`src/rtl/wshb_if.sv`:
```
// Wishbone B4 bus bundle shared by the arbiter, its two requesters and the slave.
// The requester drives the master modport, and the responder drives the slave modport.
interface wshb_if #(
    parameter int ADDR_W = 32,
    parameter int DATA_W = 32
);
    logic                  cyc;
    logic                  stb;
    logic                  we;
    logic [ADDR_W-1:0]     adr;
    logic [DATA_W/8-1:0]   sel;
    logic [DATA_W-1:0]     dat_ms;
    logic [DATA_W-1:0]     dat_sm;
    logic [2:0]            cti;
    logic [1:0]            bte;
    logic                  ack;
    logic                  err;
    logic                  rty;

    modport master (
        output cyc, stb, we, adr, sel, dat_ms, cti, bte,
        input  dat_sm, ack, err, rty
    );

    modport slave (
        input  cyc, stb, we, adr, sel, dat_ms, cti, bte,
        output dat_sm, ack, err, rty
    );
endinterface

```
`src/rtl/wb_arbiter.sv`:
```
// Two-master Wishbone arbiter that holds a grant for a whole cyc period, so bursts are never split.
// Define WB_ARB_ROUND_ROBIN_EN to select round-robin tie-breaks; otherwise DEFAULT_GRANT has fixed priority.
module wb_arbiter #(
    parameter int DEFAULT_GRANT = 0
) (
    input  logic        clk,
    input  logic        rst_n,
    wshb_if.slave       m0,
    wshb_if.slave       m1,
    wshb_if.master      s,
    output logic [1:0]  grant
);

    typedef enum logic [1:0] {
        IDLE = 2'd0,
        GNT0 = 2'd1,
        GNT1 = 2'd2
    } state_t;

    localparam logic DEF_IS_M1 = (DEFAULT_GRANT != 0);

    state_t state;
    state_t state_nxt;
    logic   last;
    logic   last_nxt;
    logic   tie_to_m1;

    always_ff @(posedge clk or negedge rst_n) begin
        if (!rst_n) begin
            state <= IDLE;
            last  <= ~DEF_IS_M1;
        end else begin
            state <= state_nxt;
            last  <= last_nxt;
        end
    end

    // Tie-break for two requests that arrive in the same cycle while the bus is idle
    always_comb begin
`ifdef WB_ARB_ROUND_ROBIN_EN
        tie_to_m1 = ~last;
`else
        tie_to_m1 = DEF_IS_M1;
`endif
    end

    always_comb begin
        state_nxt = state;
        last_nxt  = last;
        unique case (state)
            IDLE: begin
                if (m0.cyc && m1.cyc) begin
                    state_nxt = tie_to_m1 ? GNT1 : GNT0;
                end else if (m0.cyc) begin
                    state_nxt = GNT0;
                end else if (m1.cyc) begin
                    state_nxt = GNT1;
                end
            end
            // When the owner releases the bus, a waiting master takes it on the same edge
            GNT0: begin
                if (!m0.cyc) begin
                    state_nxt = m1.cyc ? GNT1 : IDLE;
                end
            end
            GNT1: begin
                if (!m1.cyc) begin
                    state_nxt = m0.cyc ? GNT0 : IDLE;
                end
            end
            default: state_nxt = IDLE;
        endcase
        if (state_nxt == GNT0 && state != GNT0) begin
            last_nxt = 1'b0;
        end else if (state_nxt == GNT1 && state != GNT1) begin
            last_nxt = 1'b1;
        end
    end

    always_comb begin
        grant    = 2'b00;
        s.cyc    = 1'b0;
        s.stb    = 1'b0;
        s.we     = 1'b0;
        s.adr    = '0;
        s.sel    = '0;
        s.dat_ms = '0;
        s.cti    = 3'b000;
        s.bte    = 2'b00;
        m0.ack   = 1'b0;
        m0.err   = 1'b0;
        m0.rty   = 1'b0;
        m1.ack   = 1'b0;
        m1.err   = 1'b0;
        m1.rty   = 1'b0;
        // Read data is qualified by ack, so both masters can see it
        m0.dat_sm = s.dat_sm;
        m1.dat_sm = s.dat_sm;
        unique case (state)
            GNT0: begin
                grant    = 2'b01;
                s.cyc    = m0.cyc;
                s.stb    = m0.stb;
                s.we     = m0.we;
                s.adr    = m0.adr;
                s.sel    = m0.sel;
                s.dat_ms = m0.dat_ms;
                s.cti    = m0.cti;
                s.bte    = m0.bte;
                m0.ack   = s.ack;
                m0.err   = s.err;
                m0.rty   = s.rty;
            end
            GNT1: begin
                grant    = 2'b10;
                s.cyc    = m1.cyc;
                s.stb    = m1.stb;
                s.we     = m1.we;
                s.adr    = m1.adr;
                s.sel    = m1.sel;
                s.dat_ms = m1.dat_ms;
                s.cti    = m1.cti;
                s.bte    = m1.bte;
                m1.ack   = s.ack;
                m1.err   = s.err;
                m1.rty   = s.rty;
            end
            default: begin
            end
        endcase
    end

endmodule

```
`src/flat_wrapper.sv`:
```
// flat-port wrapper written by rule: the top's interface ports become plain ports
module wb_arbiter_flat 
#(
    parameter int DEFAULT_GRANT = 0
)
  (clk, rst_n, grant, m0_cyc, m0_stb, m0_we, m0_adr, m0_sel, m0_dat_ms, m0_cti, m0_bte, m0_dat_sm, m0_ack, m0_err, m0_rty, m1_cyc, m1_stb, m1_we, m1_adr, m1_sel, m1_dat_ms, m1_cti, m1_bte, m1_dat_sm, m1_ack, m1_err, m1_rty, s_cyc, s_stb, s_we, s_adr, s_sel, s_dat_ms, s_cti, s_bte, s_dat_sm, s_ack, s_err, s_rty);
  wshb_if m0_i ();
  wshb_if m1_i ();
  wshb_if s_i ();
  input  logic clk;
  input  logic rst_n;
  output logic [1:0] grant;
  input wire logic [$bits(m0_i.cyc)-1:0] m0_cyc;
  input wire logic [$bits(m0_i.stb)-1:0] m0_stb;
  input wire logic [$bits(m0_i.we)-1:0] m0_we;
  input wire logic [$bits(m0_i.adr)-1:0] m0_adr;
  input wire logic [$bits(m0_i.sel)-1:0] m0_sel;
  input wire logic [$bits(m0_i.dat_ms)-1:0] m0_dat_ms;
  input wire logic [$bits(m0_i.cti)-1:0] m0_cti;
  input wire logic [$bits(m0_i.bte)-1:0] m0_bte;
  output wire logic [$bits(m0_i.dat_sm)-1:0] m0_dat_sm;
  output wire logic [$bits(m0_i.ack)-1:0] m0_ack;
  output wire logic [$bits(m0_i.err)-1:0] m0_err;
  output wire logic [$bits(m0_i.rty)-1:0] m0_rty;
  input wire logic [$bits(m1_i.cyc)-1:0] m1_cyc;
  input wire logic [$bits(m1_i.stb)-1:0] m1_stb;
  input wire logic [$bits(m1_i.we)-1:0] m1_we;
  input wire logic [$bits(m1_i.adr)-1:0] m1_adr;
  input wire logic [$bits(m1_i.sel)-1:0] m1_sel;
  input wire logic [$bits(m1_i.dat_ms)-1:0] m1_dat_ms;
  input wire logic [$bits(m1_i.cti)-1:0] m1_cti;
  input wire logic [$bits(m1_i.bte)-1:0] m1_bte;
  output wire logic [$bits(m1_i.dat_sm)-1:0] m1_dat_sm;
  output wire logic [$bits(m1_i.ack)-1:0] m1_ack;
  output wire logic [$bits(m1_i.err)-1:0] m1_err;
  output wire logic [$bits(m1_i.rty)-1:0] m1_rty;
  output wire logic [$bits(s_i.cyc)-1:0] s_cyc;
  output wire logic [$bits(s_i.stb)-1:0] s_stb;
  output wire logic [$bits(s_i.we)-1:0] s_we;
  output wire logic [$bits(s_i.adr)-1:0] s_adr;
  output wire logic [$bits(s_i.sel)-1:0] s_sel;
  output wire logic [$bits(s_i.dat_ms)-1:0] s_dat_ms;
  output wire logic [$bits(s_i.cti)-1:0] s_cti;
  output wire logic [$bits(s_i.bte)-1:0] s_bte;
  input wire logic [$bits(s_i.dat_sm)-1:0] s_dat_sm;
  input wire logic [$bits(s_i.ack)-1:0] s_ack;
  input wire logic [$bits(s_i.err)-1:0] s_err;
  input wire logic [$bits(s_i.rty)-1:0] s_rty;
  assign m0_i.cyc = m0_cyc;
  assign m0_i.stb = m0_stb;
  assign m0_i.we = m0_we;
  assign m0_i.adr = m0_adr;
  assign m0_i.sel = m0_sel;
  assign m0_i.dat_ms = m0_dat_ms;
  assign m0_i.cti = m0_cti;
  assign m0_i.bte = m0_bte;
  assign m0_dat_sm = m0_i.dat_sm;
  assign m0_ack = m0_i.ack;
  assign m0_err = m0_i.err;
  assign m0_rty = m0_i.rty;
  assign m1_i.cyc = m1_cyc;
  assign m1_i.stb = m1_stb;
  assign m1_i.we = m1_we;
  assign m1_i.adr = m1_adr;
  assign m1_i.sel = m1_sel;
  assign m1_i.dat_ms = m1_dat_ms;
  assign m1_i.cti = m1_cti;
  assign m1_i.bte = m1_bte;
  assign m1_dat_sm = m1_i.dat_sm;
  assign m1_ack = m1_i.ack;
  assign m1_err = m1_i.err;
  assign m1_rty = m1_i.rty;
  assign s_cyc = s_i.cyc;
  assign s_stb = s_i.stb;
  assign s_we = s_i.we;
  assign s_adr = s_i.adr;
  assign s_sel = s_i.sel;
  assign s_dat_ms = s_i.dat_ms;
  assign s_cti = s_i.cti;
  assign s_bte = s_i.bte;
  assign s_i.dat_sm = s_dat_sm;
  assign s_i.ack = s_ack;
  assign s_i.err = s_err;
  assign s_i.rty = s_rty;
  wb_arbiter #(.DEFAULT_GRANT(DEFAULT_GRANT)) u_core (.clk(clk), .rst_n(rst_n), .m0(m0_i), .m1(m1_i), .s(s_i), .grant(grant));
endmodule
```
`config.mk`:
```
export PLATFORM = sky130hd
export DESIGN_NAME = wb_arbiter_flat
export DESIGN_NICKNAME = d
export VERILOG_FILES = /design/src/rtl/wshb_if.sv /design/src/rtl/wb_arbiter.sv /design/src/flat_wrapper.sv
export SDC_FILE = /design/constraint.sdc
export NUM_CORES = 1
export LEC_CHECK = 0
export BUFFER_PORTS_ARGS = -buffer_cell sky130_fd_sc_hd__buf_4
export CORE_AREA = 2 2 131 133
export DETAILED_ROUTE_END_ITERATION = 6
export DIE_AREA = 0 0 133 135
export PLACE_DENSITY = 0.43
export SLEW_MARGIN = 10
export SYNTH_ARGS = -nofsm -noshare
export SYNTH_HDL_FRONTEND = slang
export SYNTH_SLANG_ARGS = --single-unit
```
`constraint.sdc`:
```
create_clock -name clk -period 3.15 [get_ports clk]
set_input_delay 0.1575 -clock clk [delete_from_list [all_inputs] [get_ports clk]]
set_output_delay 0.1575 -clock clk [all_outputs]
set_load 0.02 [all_outputs]
```
==> results of run 1 <==
## cells in the mapped netlist
cell type  instances
a211oi_2           1
a21oi_1            1
a22o_1             1
a22oi_1           75
and2_1             8
buf_2             20
buf_4             64
buf_6              2
clkbuf_1           3
clkbuf_2           1
dfrtp_1            2
ha_1               6
inv_1              3
nand2_1            1
nor2_1             1
nor2b_1           75
nor3b_1            1
o2111ai_1          1
o21ai_0            2
o21ai_1            1
## area by class of cell
type,instances,share of cell area (%)
clock buffers,3,2.14
inverters,3,0.321
well taps,220,7.85
flip-flops and latches,2,1.43
repair buffers,245,53.2
multi-input cells,174,35.1
## cells in the final DEF, fill, tap and decap left out
cell           Yosys  layout
a22o_1             1       1
nor2b_1           75      75
dlygate4sd3_1      0       1
nor3b_1            1       1
nor2_1             1       1
o2111ai_1          1       1
nand2_1            1       1
and2_1             8       8
dfrtp_1            2       2
buf_12             0       2
a22oi_1           75      75
ha_1               6       3
a211oi_2           1       1
o21ai_0            2       2
a21oi_1            1       1
clkbuf_16          0       3
o21ai_1            1       1
inv_1              3       3
ha_2               0       3
buf_4             64     242
## cells by family after synthesis
| logic type | count (synthesis) |
|---|---|
| buffers and inverters | 93 |
| AND/OR/NAND/NOR | 86 |
| AO/OA/AOI/OAI | 82 |
| adder cells (fa/ha/maj) | 6 |
| flip-flops | 2 |
## stage by stage
stage	instances	setup slack, ps	cell area [sq um]
after floorplan	269	1490	1900
after global placement	643	982	3420
after detailed placement	643	866	3420
after CTS	647	639	3510
after global routing	647	537	3510
final	647	741	3510
## worst register-to-register path, cell delays in order, from the launching register on
cell	delay, ps
dfrtp_1	410
inv_1	120
ha_2	650
buf_12	320
a22o_1	210
o21ai_0	80
nand2_1	70
## worst max-delay path by stage
stage | start | end | slack (ps)
2_1_floorplan | u_core.state[0]$_DFFE_PN0P_ | s_adr[10] | 1490
3_3_place_gp | u_core.state[0]$_DFFE_PN0P_ | s_dat_ms[31] | 980
3_5_place_dp | u_core.state[0]$_DFFE_PN0P_ | s_adr[1] | 870
4_1_cts | u_core.state[0]$_DFFE_PN0P_ | s_adr[1] | 640
5_1_grt | u_core.state[0]$_DFFE_PN0P_ | s_dat_ms[31] | 540
6_report | u_core.state[0]$_DFFE_PN0P_ | s_adr[1] | 740
## routing by layer
metal,vias to the layer above,routed length (um),part of all wire (%)
li1,1199,-,-
met1,1157,3390,36
met2,180,5120,54
met3,12,966,10
met4,0,75,0.79
met5,-,0,0
## report_power, final
group / switching, uW / leakage (uW) / internal [uW] / total, uW
logic: 1370 / 0.00156 / 1130 / 2500
registers: 20.1 / 0.0000258 / 37.3 / 57.4
clock network: 30.1 / 0.0000370 / 162 / 192
==> implementation parameters, run 1 <==
Parameter                              Value

Routing
  Number of search-and-repair iterations in the first detailed-routing pass    4
  DRT Wirelength    9550 um
  Post-DR wirelength/cell    14.8 um
  Total number of vias    2,548
  DRC errors left    0
  DRC marker count from the first detailed-route iteration    99
  Antenna Violating Nets Remaining    0
  Post-detailed-route via-to-cell ratio    3.94

Synthesis
  Largest family of logic cells by synthesized area    buffers and inverters
  Complex-gate fraction of the synthesized area    32.2%
  Share of synthesized area occupied by flip-flops and latches    2.63%
  Yosys cell types    20
  Average cell area after synthesis    7.07 sq um
  Share of cell area taken by muxes after synthesis    0%
  Synthesized netlist net count    464
  Adder-cell area share of the yosys netlist    3.94%
  Share of Yosys cell area claimed by the top area cell type    29.6%
  Yosys warning count    0
  Cell types occupying the most area after synthesis    a22oi_1 (30%), buf_4 (25%), nor2b_1 (25%)
  Post-synthesis cell type with the largest combined area    a22oi_1
  Cell area after synthesis    0.00190 sq mm
  Area share of and/or/nand/nor cells after synthesis    28.1%
  Post-synthesis register bit count    2
  Synthesized-area fraction occupied by xor and xnor cells    0%
  Post-Syn Instances    269

Worst hold path
  Hold Path End    u_core.state[0]$_DFFE_PN0P_
  Cell depth of the worst hold path    3
  Worst hold path type    in2reg
  Beginning of the worst hold path    m0_cyc

Die
  Die outline width    133 um
  Cell Rows    47
  Total die area    0.0180 sq mm
  Effective utilization at floorplan    11.6%
  Top-Level Pins    337
  Core Box Area    0.0164 sq mm
  Height of the die    135 um

GRT
  Global routing met2 resource utilization    19.6%
  Maximum number of pins on one net before global-route repair    73
  Number of antenna violations at the first check in global routing    0
  Met3 Use GR    2.89%
  Wire length of the first global-routing pass    14,300 um
  Overall fraction of global-route tracks in use    9.76%
  Met1 track demand over resource    9.97%
  Congestion Overflow GR    0
  Busiest metal layer after global routing    met2
  Vias in the first global route    2,717

Worst setup path
  Endpoint of the lowest-slack register-to-register path    u_core.state[1]$_DFFE_PN0P_
  CP Depth    5
  Arrival time reported for the critical path endpoint    2250 ps
  Delay-heaviest family, CP    adder cells
  Capturing element type of the critical path    output port
  Reg2Reg Launch Point    u_core.state[1]$_DFFE_PN0P_
  Reg2reg path depth    6
  Worst-path cell chain    inv_1, ha_2, buf_4, nor2b_1, buf_4
  Max incr delay on CP    700 ps
  R2R Setup Slk    1210 ps
  Cell at the slowest stage of the critical path    ha_2
  Number of buffers and inverters on the critical path    3
  Start-to-end type of the worst setup path    reg2out
  CP max FO    35
  Crit path top cell by count    buf_4
  Launching element type of the critical path    flip-flop
  Critical path data required time    2990 ps

Finish
  Share of the core filled with cells    21.4%
  Final layout net count    624
  Max FFs per register    2
  Syn-to-layout area delta    84.4%
  Fraction of layout cells with a size suffix above 1    58.8%
  Fill cell count    1,850
  Area used by multi-input combinational logic    0.00123 sq mm
  Flip-flop and latch area    50.0 sq um
  Biggest registers after layout    u_core.state: 2 flops
  Register ranked first by flip-flop count    u_core.state
  Number of diodes    0

Placed design
  Count of input and output buffers    240
  HPWL reported at the end of detailed placement    7620 um
  Placer's final routability congestion estimate    0.796

Clock tree
  Number of instances resized during post-cts repair    0
  CTS tree    built
  Root buffer cell    clkbuf_16
  Hold-fix buffer count after cts    1
  H-tree levels    1
  Clock input transition at the sequential cells of the worst setup and hold paths    30 ps
  Setup repair bufs after CTS    0
  Number of buffers added by the clock tree synthesis step    3
  Worst-skew pair later-pin latency    220 ps
  Maximum root-to-sink buffer count    2
  CTS sink count    2

Power
  LEAKAGE    0.00162 uW
  Power density relative to cell area    784 mW/mm^2
  Total power    2750 uW
  Max VDD drop    0.000240 V

Timing
  Final hold slack    234 ps
  Remaining max-slew budget at the tightest pin    54.0%
  Final worst-path cycle share    76.5%
  Final-report max-slew violation count    0
  Setup TNS Final    0 ps
  Period minus WS final    2410 ps
  Setup clock skew after layout    1.26 ps
  Count of endpoints failing hold in the final timing report    0
  Number of failing setup endpoints in the final timing report    0
  RSZ-0062 raised after global routing    no
  FMAX    415 MHz
  Transition time of the tightest slew-check pin    690 ps

Run
  Max-cap check violation count    0

Status
  Status    finished, final reports clean
(Power assumes the default switching activity.)
==> run 2, diff against run 1 <==
CORE_AREA = 2 2 132 134   (was 2 2 131 133)
DIE_AREA = 0 0 134 136   (was 0 0 133 135)
PLACE_DENSITY = 0.44   (was 0.43)
clock period = 1.99 ns   (was 3.15 ns; I/O delays follow)
==> run 2 against run 1 <==
  * Final area is 2.1% higher
  * First-iteration DRC count shrank 25%
  * Global-route usage shrank 1.2 points
  * Largest cell class unchanged
==> implementation parameters, run 2 (synthesis gave the netlist of run 1 again) <==
Parameter                              Value

Die
  Height of the die    136 um
  Total die area    0.0182 sq mm
  Top-Level Pins    337
  Effective utilization at floorplan    11.3%
  Cell Rows    48
  Die outline width    134 um
  Core Box Area    0.0169 sq mm

Worst setup path
  Arrival time reported for the critical path endpoint    1760 ps
  Endpoint of the lowest-slack register-to-register path    u_core.state[1]$_DFFE_PN0P_
  Critical path data required time    1890 ps
  Worst-path cell chain    inv_1, ha_2, buf_12, a22oi_1, nor2b_1, buf_4
  Start-to-end type of the worst setup path    reg2out
  Capturing element type of the critical path    output port
  CP max FO    49
  Cell at the slowest stage of the critical path    dfrtp_2
  R2R Setup Slk    440 ps
  Reg2reg path depth    6
  Reg2Reg Launch Point    u_core.state[0]$_DFFE_PN0P_
  Max incr delay on CP    460 ps
  Launching element type of the critical path    flip-flop

Finish
  Fraction of layout cells with a size suffix above 1    59.2%
  Flip-flop and latch area    51.3 sq um
  Leading cell types in the layout, fill and taps excluded    buf_4 (240), a22oi_1 (75), nor2b_1 (75)
  Leading cell type in the layout, fill and taps excluded    buf_4
  Fill cell count    1,915
  Syn-to-layout area delta    88.2%
  Area used by multi-input combinational logic    0.00124 sq mm
  Number of diodes    0
  Max FFs per register    2
  Final layout net count    626
  Register ranked first by flip-flop count    u_core.state
  Biggest registers after layout    u_core.state: 2 flops
  Post-route non-filler standard cell count    654
  Post-Layout Inst Area    0.00358 sq mm

Timing
  Setup clock skew after layout    4.39 ps
  Period minus WS final    1860 ps
  Remaining max-slew budget at the tightest pin    83.4%
  Count of endpoints failing hold in the final timing report    0
  Worst Slack Setup Final    130 ps
  Final-report max-slew violation count    0
  Number of failing setup endpoints in the final timing report    0
  Final worst-path cycle share    93.4%
  FMAX    538 MHz
  Transition time of the tightest slew-check pin    249 ps

Clock tree
  Number of buffers added by the clock tree synthesis step    3
  Root buffer cell    clkbuf_16
  Clock input transition at the sequential cells of the worst setup and hold paths    30 ps
  Worst-skew pair later-pin latency    230 ps
  H-tree levels    1
  CTS sink count    2
  CTS tree    built
  Maximum root-to-sink buffer count    2

Status
  Status    finished, final reports clean

Routing
  DRC marker count from the first detailed-route iteration    74
  Number of search-and-repair iterations in the first detailed-routing pass    4
  DRT Wirelength    8850 um
  Post-DR wirelength/cell    13.5 um
  Total number of vias    2,504
  DRC errors left    0
  Antenna Violating Nets Remaining    0
  Post-detailed-route via-to-cell ratio    3.83

Worst hold path
  Hold Path End    u_core.state[1]$_DFFE_PN0P_
  Cell depth of the worst hold path    4
  Worst hold path type    in2reg
  Beginning of the worst hold path    m0_cyc

GRT
  Wire length of the first global-routing pass    12,800 um
  Congestion Overflow GR    0
  Number of antenna violations at the first check in global routing    0
  Overall fraction of global-route tracks in use    8.60%
  Vias in the first global route    2,501
  Maximum number of pins on one net before global-route repair    50

Placed design
  Worst slack, placed    270 ps
  Cell count after placement    650
  Count of input and output buffers    240
  HPWL reported at the end of detailed placement    7230 um
  Placer's final routability congestion estimate    0.712
  Dpl cell area    0.00348 sq mm

Power
  Power density relative to cell area    1250 mW/mm^2
  LEAKAGE    0.00164 uW
  Max VDD drop    0.000502 V

Run
  Max-cap check violation count    0
## run 2: final cells by class
type                       count  share of cell area [%]
clock buffer                   3                    2.10
inverter                       3                   0.314
timing repair buffer         247                    53.7
sequential                     2                    1.43
tap                          225                    7.86
multi-input combinational    174                    34.6
## run 2: where the power goes
group	switching (uW)	internal (uW)	total, uW
registers	36.7	61.0	97.7
clock network	52.8	256	309
logic	2140	1920	4060
total	2230	2240	4460
## run 2: repair_timing
action / 4_1_cts / 5_1_grt
endpoints found under the hold margin: 2 / 0
hold buffers: 1 / 0
endpoints found under the setup margin: 0 / 42
gates resized for setup: 0 / 3
setup buffers: 0 / 0
## run 2: metrics by stage
stage / hold WS (ps) / setup TNS (ps) / util, % / total power [uW]
global route: 195 / -1.23 / 21.2 / 4830
detailed placement: -114 / 0 / 20.6 / 4160
global placement: -116 / 0 / 20.6 / 4120
floorplan: -196 / 0 / - / 2780
CTS: 180 / 0 / 21.1 / 4490
finish: 184 / 0 / 21.2 / 4460
## run 2: worst max-delay path by stage
stage	from	end
2_1_floorplan	u_core.state[0]$_DFFE_PN0P_	s_adr[10]
3_3_place_gp	u_core.state[0]$_DFFE_PN0P_	s_dat_ms[27]
3_5_place_dp	u_core.state[0]$_DFFE_PN0P_	s_dat_ms[27]
4_1_cts	u_core.state[0]$_DFFE_PN0P_	s_dat_ms[27]
5_1_grt	u_core.state[0]$_DFFE_PN0P_	s_dat_ms[19]
6_report	u_core.state[0]$_DFFE_PN0P_	s_adr[15]
## run 2: critical path, delay by kind of cell (launching register included)
kind                     cells  cell delay [ps]
buffers and inverters        3              520
flip-flops                   1              460
adder cells (fa/ha/maj)      1              250
AO/OA/AOI/OAI                1              150
AND/OR/NAND/NOR              1              120
## run 2: routing by layer
| metal | up-vias | wire (um) | share of wire (%) | GRT usage, % |
|---|---|---|---|---|
| met2 | 158 | 4850 | 55 | 17.5 |
| met1 | 1121 | 2920 | 33 | 8.42 |
| met5 | - | 0 | 0 | 0 |
| met3 | 23 | 928 | 10 | 2.46 |
| met4 | 0 | 150 | 1.7 | 2.25 |
| li1 | 1202 | - | - | - |
==> run 3, diff against run 2 <==
CELL_PAD_IN_SITES_DETAIL_PLACEMENT = 1   (was not set)
CELL_PAD_IN_SITES_GLOBAL_PLACEMENT = 1   (was not set)
CORE_AREA = 2 2 131 133   (was 2 2 132 134)
DIE_AREA = 0 0 133 135   (was 0 0 134 136)
PLACE_DENSITY = 0.7   (was 0.44)
==> run 3 against run 2 <==
  * Power fell by 0.95%
  * Count of clock-buffer cells in the layout stayed put
  * Wire length is 1.6% higher
  * Clock skew down 2.9 ps
==> implementation parameters, run 3 (synthesis gave the netlist of run 1 again) <==
Parameter                              Value

Routing
  Total number of vias    2,528
  Post-detailed-route via-to-cell ratio    3.90
  Antenna Violating Nets Remaining    0
  DRT Wirelength    8980 um
  DRC marker count from the first detailed-route iteration    94
  Post-DR wirelength/cell    13.8 um
  Number of search-and-repair iterations in the first detailed-routing pass    4
  DRC errors left    0

Finish
  Register ranked first by flip-flop count    u_core.state
  Max FFs per register    2
  Leading cell types in the layout, fill and taps excluded    buf_4 (240), a22oi_1 (75), nor2b_1 (75)
  Fraction of layout cells with a size suffix above 1    59.2%
  Number of diodes    0
  Share of the core filled with cells    21.7%
  Biggest registers after layout    u_core.state: 2 flops
  Leading cell type in the layout, fill and taps excluded    buf_4
  Final layout net count    626
  Syn-to-layout area delta    86.9%

Worst setup path
  Cell at the slowest stage of the critical path    dfrtp_2
  Max incr delay on CP    440 ps
  R2R Setup Slk    460 ps
  Endpoint of the lowest-slack register-to-register path    u_core.state[1]$_DFFE_PN0P_
  Launching element of the worst setup path    u_core.state[0]$_DFFE_PN0P_
  CP Depth    6
  Worst-path cell chain    inv_1, ha_2, buf_12, a22oi_1, nor2b_1, buf_4
  Launching element type of the critical path    flip-flop
  Capturing element type of the critical path    output port
  Number of buffers and inverters on the critical path    3
  Delay-heaviest family, CP    buffers and inverters
  CP max FO    42
  Critical path data required time    1890 ps
  Endpoint of the most critical setup path    s_adr[25]
  Start-to-end type of the worst setup path    reg2out
  Reg2Reg Launch Point    u_core.state[1]$_DFFE_PN0P_
  Reg2reg path depth    6
  Arrival time reported for the critical path endpoint    1790 ps

Worst hold path
  Worst hold path type    in2reg

Placed design
  Count of input and output buffers    240
  Placer's final routability congestion estimate    0.644
  HPWL reported at the end of detailed placement    7340 um

Clock tree
  Worst-skew pair later-pin latency    220 ps
  Root buffer cell    clkbuf_16
  Setup repair bufs after CTS    0
  Maximum root-to-sink buffer count    2
  CTS sink count    2
  H-tree levels    1
  Clock input transition at the sequential cells of the worst setup and hold paths    30 ps
  CTS tree    built
  Number of buffers added by the clock tree synthesis step    3

Timing
  Final-report max-slew violation count    0
  Period minus WS final    1890 ps
  Number of failing setup endpoints in the final timing report    0
  FMAX    529 MHz
  Setup clock skew after layout    1.50 ps
  Count of endpoints failing hold in the final timing report    0
  Setup TNS Final    0 ps
  Remaining max-slew budget at the tightest pin    81.6%
  RSZ-0062 raised after global routing    no
  Transition time of the tightest slew-check pin    276 ps
  Final worst-path cycle share    95.1%

Power
  Power density relative to cell area    1240 mW/mm^2
  LEAKAGE    0.00164 uW
  Max VDD drop    0.000959 V

Run
  Max-cap check violation count    0

Status
  Status    finished, final reports clean

GRT
  Number of antenna violations at the first check in global routing    0
  Overall fraction of global-route tracks in use    9.13%
  Wire length of the first global-routing pass    13,700 um
  Maximum number of pins on one net before global-route repair    51
  Congestion Overflow GR    0
  Vias in the first global route    2,771

Die
  Effective utilization at floorplan    11.6%
  Core Box Area    0.0164 sq mm
  Height of the die    135 um
  Cell Rows    47
  Top-Level Pins    337
  Die outline width    133 um
  Total die area    0.0180 sq mm
## run 3: cell count changes in the layout (fill, tap and decap cells not counted)
cell,before,now
ha_2,2,3
ha_4,1,0
buf_12,5,4
buf_6,1,2
## run 3: where the power goes
part	leakage (uW)	total, uW	internal [uW]	switching [uW]
sequential	0.0000245	91.8	61.0	30.8
clock	0.0000370	304	256	47.8
combinational	0.00158	4030	1880	2140
total	0.00164	4420	2200	2220
## run 3: worst min-delay path by stage
stage	start	to	slack [ps]	cells after the start
3_5_place_dp	rst_n	u_core.state[0]$_DFFE_PN0P_	-120	1
6_report	m0_cyc	u_core.state[1]$_DFFE_PN0P_	180	4
3_3_place_gp	rst_n	u_core.state[0]$_DFFE_PN0P_	-120	1
4_1_cts	m0_cyc	u_core.state[1]$_DFFE_PN0P_	190	4
5_1_grt	s_dat_sm[2]	m0_dat_sm[2]	200	0
2_1_floorplan	rst_n	u_core.state[0]$_DFFE_PN0P_	-200	0
## run 3: final cells by class
type,instances,area (sq um)
multi-input combinational,174,1230
fill,2003,12800
tap,220,275
timing repair buffer,247,1910
inverter,3,11.3
clock buffer,3,75.1
sequential,2,51.3
## run 3: worst register-to-register path, stage by stage, from the launching register on
cell and delay, ps:
dfrtp_1 400, inv_1 100, ha_2 210, buf_12 180, a22o_1 280, o21ai_0 160
nand2_1 70
## run 3: stage by stage
step	cells	setup WS [ps]	total power [uW]	cell area, sq um	hold WS, ps
global placement	645	223	4110	3460	-116
floorplan	269	390	2780	1900	-196
global route	649	19.6	4780	3560	199
CTS	649	21.7	4480	3550	189
detailed placement	645	194	4140	3460	-115
finish	649	98.2	4420	3560	183
## run 3: what timing repair did
action	4_1_cts	5_1_grt
endpoints found under the hold margin	2	0
pin swaps	0	0
resized for setup	1	2
setup endpoints to repair	2	21
hold buffers	1	0
## run 3: metal layers
metal / track usage (%) / vias to the layer above / wire length [um]
met5: 0 / - / 0
met2: 18.0 / 139 / 4760
met1: 9.13 / 1158 / 3100
li1: - / 1198 / -
met3: 2.33 / 33 / 840
met4: 3.52 / 0 / 286
